--- src/rtl/mac_pipe_acc.sv ---
// mac_pipe_acc: two-stage pipelined signed multiply-accumulate / add-sub
// with an internal accumulator, valid/ready handshakes and optional clamp.
module mac_pipe_acc #(
  parameter int W    = 6,
  parameter int ACCW = 12,
  parameter int OUTW = 13,
  parameter bit SAT  = 1'b1
) (
  input  logic                   clk,
  input  logic                   rst,
  input  logic                   in_valid,
  output logic                   in_ready,
  input  logic signed [W-1:0]    A,
  input  logic signed [W-1:0]    B,
  input  logic signed [ACCW-1:0] ACC,
  input  logic [1:0]             MODE,
  input  logic                   acc_sel,
  input  logic                   acc_clr,
  output logic                   out_valid,
  input  logic                   out_ready,
  output logic signed [OUTW-1:0] OUT,
  output logic                   ovf
);

  localparam int PW   = 2 * W;
  localparam int MAXW = (PW > ACCW) ? PW : ACCW;
  localparam int SW   = OUTW + 1;

  localparam logic [OUTW-1:0] OMAX = {1'b0, {(OUTW-1){1'b1}}};
  localparam logic [OUTW-1:0] OMIN = {1'b1, {(OUTW-1){1'b0}}};

  if (OUTW < MAXW + 1) begin : g_bad_outw
    $error("mac_pipe_acc: OUTW must be >= max(2*W, ACCW)+1");
  end

  logic              s1_valid_q, s1_valid_d;
  logic [PW-1:0]     prod_q, prod_d;
  logic [W-1:0]      a_q, a_d;
  logic [W-1:0]      b_q, b_d;
  logic [ACCW-1:0]   xacc_q, xacc_d;
  logic [1:0]        mode_q, mode_d;
  logic              sel_q, sel_d;

  logic              s2_valid_q, s2_valid_d;
  logic [OUTW-1:0]   out_q, out_d;
  logic              ovf_q, ovf_d;
  logic [OUTW-1:0]   acc_reg_q, acc_reg_d;

  logic              adv1, adv2;
  logic [SW-1:0]     op_a, op_x, op_b, op_bx, sum;
  logic [OUTW-1:0]   res;
  logic              res_ovf;

  always_comb begin
    adv2 = s1_valid_q && (!s2_valid_q || out_ready);
    adv1 = in_valid && (!s1_valid_q || adv2);
  end

  assign in_ready  = !s1_valid_q || adv2;
  assign out_valid = s2_valid_q;
  assign OUT       = out_q;
  assign ovf       = ovf_q;

  // Internal accumulator is read here in S2 so chained sel=1 ops need no bubble
  always_comb begin
    op_a = mode_q[1] ? {{(SW-W){a_q[W-1]}}, a_q}
                     : {{(SW-PW){prod_q[PW-1]}}, prod_q};
    op_x = sel_q ? {acc_reg_q[OUTW-1], acc_reg_q}
                 : {{(SW-ACCW){xacc_q[ACCW-1]}}, xacc_q};
    op_b  = mode_q[1] ? {{(SW-W){b_q[W-1]}}, b_q} : op_x;
    op_bx = mode_q[0] ? ~op_b : op_b;
    sum   = op_a + op_bx + {{(SW-1){1'b0}}, mode_q[0]};
    res_ovf = sum[SW-1] ^ sum[SW-2];
    if (res_ovf && SAT) begin
      res = sum[SW-1] ? OMIN : OMAX;
    end else begin
      res = sum[OUTW-1:0];
    end
  end

  always_comb begin
    s1_valid_d = s1_valid_q;
    prod_d     = prod_q;
    a_d        = a_q;
    b_d        = b_q;
    xacc_d     = xacc_q;
    mode_d     = mode_q;
    sel_d      = sel_q;
    if (adv1) begin
      s1_valid_d = 1'b1;
      prod_d     = PW'(A) * PW'(B);
      a_d        = A;
      b_d        = B;
      xacc_d     = ACC;
      mode_d     = MODE;
      sel_d      = acc_sel;
    end else if (adv2) begin
      s1_valid_d = 1'b0;
    end

    s2_valid_d = s2_valid_q;
    out_d      = out_q;
    ovf_d      = ovf_q;
    if (adv2) begin
      s2_valid_d = 1'b1;
      out_d      = res;
      ovf_d      = res_ovf;
    end else if (out_ready) begin
      s2_valid_d = 1'b0;
    end

    // Clear wins over the S2 write-back; the S2 result still goes to OUT
    acc_reg_d = acc_reg_q;
    if (acc_clr) begin
      acc_reg_d = '0;
    end else if (adv2) begin
      acc_reg_d = res;
    end
  end

  always_ff @(posedge clk or posedge rst) begin
    if (rst) begin
      s1_valid_q <= 1'b0;
      prod_q     <= '0;
      a_q        <= '0;
      b_q        <= '0;
      xacc_q     <= '0;
      mode_q     <= '0;
      sel_q      <= 1'b0;
      s2_valid_q <= 1'b0;
      out_q      <= '0;
      ovf_q      <= 1'b0;
      acc_reg_q  <= '0;
    end else begin
      s1_valid_q <= s1_valid_d;
      prod_q     <= prod_d;
      a_q        <= a_d;
      b_q        <= b_d;
      xacc_q     <= xacc_d;
      mode_q     <= mode_d;
      sel_q      <= sel_d;
      s2_valid_q <= s2_valid_d;
      out_q      <= out_d;
      ovf_q      <= ovf_d;
      acc_reg_q  <= acc_reg_d;
    end
  end

endmodule

--- config.mk ---
export PLATFORM = sky130hd
export DESIGN_NAME = mac_pipe_acc
export DESIGN_NICKNAME = d
export VERILOG_FILES = /design/src/rtl/mac_pipe_acc.sv
export SDC_FILE = /design/constraint.sdc
export NUM_CORES = 1
export LEC_CHECK = 0
export CAP_MARGIN = 30
export CELL_PAD_IN_SITES_DETAIL_PLACEMENT = 2
export CELL_PAD_IN_SITES_GLOBAL_PLACEMENT = 2
export CORE_UTILIZATION = 38
export DETAILED_ROUTE_END_ITERATION = 12
export HOLD_SLACK_MARGIN = 0.05
export PLACE_DENSITY = 0.8
export REMOVE_ABC_BUFFERS = 1
export SKIP_LAST_GASP = 1
export SLEW_MARGIN = 0
export SYNTH_ARGS = -nofsm -noshare
export SYNTH_HDL_FRONTEND = slang
export SYNTH_SLANG_ARGS = --single-unit
export TNS_END_PERCENT = 1
--- constraint.sdc ---
create_clock -name clk -period 4.2 [get_ports clk]
set_input_delay 0.84 -clock clk [delete_from_list [all_inputs] [get_ports clk]]
set_output_delay 0.84 -clock clk [all_outputs]
set_load 0.05 [all_outputs]
==> metrics.csv, run 1 <==
metric,value,unit
Crit path largest cell delay,0.57,ns
first-pass GRT wire length,24.4,mm
critical path's slowest cell,fa_1,
CP Class,in2reg,
Fmax achieved,233,MHz
post-synthesis cell area,5100,sq um
global routing usage on met2,41.7,%
Worst Path Buf+Inv,5,
DRT iter0 DRCs,131,
Layout area overhead,24.2,%
drt total wl,15.1,mm
PnR Total Power,4.59,mW
clock sinks,68,
Tcrit/Tclk final,102,%
drt drc,0,
Die Ht,118,um
Worst-path clk slew,0.05,ns
max_cap viols,0,
IO Pins,48,
DPL Wire Length,11.4,mm
Ys Warns,0,
Die X-Extent,118,um
failing checks,setup timing,
Port Buf Inserts,47,
share of cells above drive strength 1,24.4,%
routed length per instance,19.9,um
Final setup viols,3,
peak supply drop,259,uV
synthesized area per cell,10.1,sq um
cts hold-fix bufs,0,
most frequent CP cell,fa_1,
RSZ-0062 raised after global routing,true,
sequential area share after synthesis,33.3,%
GR peak layer,met2,
Vias/cell,5.20,
"Primary FF master, synth",dfrtp_1,
initial antenna violation count,0,
outcome,"complete, but fails checks",
crit path DAT,4.50,ns
Hold Path Class,reg2reg,
Post-Synthesis Cells,507,
met3 usage,3.00,%
Congestion Overflow GR,0,
clk_skew,0.00833,ns
Num CTS Buffers,9,
Max Buffers Root-to-Sink,2,
Ant. Diodes,0,
Synth async-reset ratio,100,%
row count,41,
fin worst setup slack,-0.0937,ns
drt pass-1 iters,4,
Period minus WS final,4.29,ns
"Clk Latency, worst-skew pair",0.33,ns
grt met1 use,26.3,%
P per Cell Area,724,nW/um^2
largest net degree at the start of global routing,69,
post-route ant nets,0,
worst path cell trace,buf_2 -> buf_4 -> and2_4 -> fa_1 -> inv_1 -> buf_4 -> fa_1 -> inv_1 -> fa_1 -> ha_1 -> ha_1 -> o21a_1 -> o41ai_2 -> xnor2_1 -> o21ai_1,
Final Util,49.2,%
crit path max fanout,6,
clock tree root driver cell,clkbuf_16,
GPL Wtd Cong,0.819,
Slew @ Worst Pin,0.890,ns
leakage power,2.87,nW
fin nets,674,
post-synthesis cell type count,46,
headroom to the max-slew limit,40.7,%
CTS tree,yes,
WHS,0.478,ns
htree depth,3,
Max Transition Viols Final,0,
nature of the critical path endpoint,register,
via count,3945,
final hold viol count,0,
Tot GR Track Use,22.7,%
Yosys reg bits,68,
Initial Util,39.6,%
CP startpoint kind,primary input,
CP Data Required Time,4.41,ns
vias in the first global route,4619,
crit-path leading delay family,adder cells,
CORE AREA,12900,sq um
Die ar.,13900,sq um
Post-synth EDFFs,0,
## worst min-delay path, stage by stage (launching register included)
cell	delay, ns
dfrtp_1	0.34
nand2_1	0.05
o21ai_0	0.06
## layout by cell type (no fill, tap or decap), types with 26 or more instances in the layout
cell type	instances
dfrtp_1	68
mux2_2	43
nand2_1	42
inv_1	37
o21ai_0	35
clkdlybuf4s50_1	35
buf_4	35
ha_1	30
nor2_1	27
fa_1	26
## through the flow
| step | setup slack (ns) | instance area, sq um | instances | TNS, ns |
|---|---|---|---|---|
| floorplan | -0.417 | 5000 | 484 | -0.862 |
| global placement | -1.03 | 5970 | 737 | -4.84 |
| detailed placement | -1.13 | 5990 | 738 | -5.73 |
| CTS | -0.147 | 6310 | 757 | -0.245 |
| global route | -0.198 | 6340 | 758 | -0.722 |
| finish | -0.0937 | 6340 | 758 | -0.130 |
## flip-flops by register name (all words and copies together) (netlist names)
signal	count
OUT	13
a_q	6
acc_reg_q	13
b_q	6
mode_q	2
out_valid	1
ovf	1
prod_q	12
s1_valid_q	1
sel_q	1
xacc_q	12
## cells in the mapped netlist, types with 3 or more instances
cell type	count	area share, %
a21o_1	5	0.74
dfrtp_1	68	33
o21a_1	3	0.44
mux2i_1	6	1.2
nor2b_1	9	1.1
clkbuf_1	17	1.3
maj3_2	5	1.1
nor2_1	27	2.0
mux2_2	43	9.5
ha_1	33	8.1
inv_1	38	2.8
a211oi_1	7	1.0
a21oi_1	18	1.8
fa_1	27	11
o21ai_0	37	3.6
and2_1	26	3.2
nand3_1	4	0.39
a211oi_2	5	1.2
xor2_1	19	3.3
nand2_1	48	3.5
nor3_1	8	0.78
nand2b_1	7	0.86
xnor2_1	16	2.7
## metal layers
metal	part of all wire [%]	routed length, um
met1	42	6260
met2	54	8110
met3	1.9	291
met4	2.7	401
met5	0	0
## power breakdown
group / switching (mW) / internal (mW)
clock: 0.265 / 0.427
combinational: 1.66 / 1.24
sequential: 0.132 / 0.859
total: 2.06 / 2.53
## cell families (layout without fill, tap and decap cells)
kind of cell	after synthesis	count (layout)	share of synthesized area (%)
xor gates and xnor gates	36	36	6.55
AOI/OAI and AO/OA	93	93	11.8
DFF	68	68	33.3
adders and majority gates	65	65	19.8
muxes	50	50	11.1
buffers and inverters	61	140	4.83
and+or+nand+nor	134	134	12.5
## area by class of cell
cell class	instances	area (sq um)
Clock buffer	13	260
Clock inverter	2	10.0
Fill cell	1333	6540
Inverter	38	143
Multi-Input combinational cell	378	3240
Sequential cell	68	1700
Tap cell	172	215
Timing Repair Buffer	87	769
## worst paths after layout
| check | start | end | slack (ns) | depth (start not counted) |
|---|---|---|---|---|
| min | prod_q[10] | prod_q[10] | 0.48 | 2 |
| min reg2reg | prod_q[10] | prod_q[10] | 0.48 | 2 |
| max in group asynchronous | rst | acc_reg_q[5] | 2.50 | 3 |
| max | A[5] | prod_q[11] | -0.09 | 15 |
| min in group asynchronous | rst | xacc_q[0] | 1.09 | 3 |
| max reg2reg | sel_q | acc_reg_q[0] | 0.12 | 12 |
## timing repair
item | CTS | global route
buffers inserted | 4 | 0
endpoints found under the setup margin | 7 | 7
resized for setup | 66 | 4
hold endpoints to repair | 0 | 0
pin swaps | 21 | 5
Note: power is estimated with default switching activity, not from simulation.
==> run 2, diff against run 1 <==
--- a/config.mk
+++ b/config.mk
@@ -14,7 +14,6 @@
 export PLACE_DENSITY = 0.8
 export REMOVE_ABC_BUFFERS = 1
 export SKIP_LAST_GASP = 1
-export SLEW_MARGIN = 0
 export SYNTH_ARGS = -nofsm -noshare
 export SYNTH_HDL_FRONTEND = slang
 export SYNTH_SLANG_ARGS = --single-unit
==> results of run 2 <==
The final DEF is identical to that of run 1; final timing and power are the same.
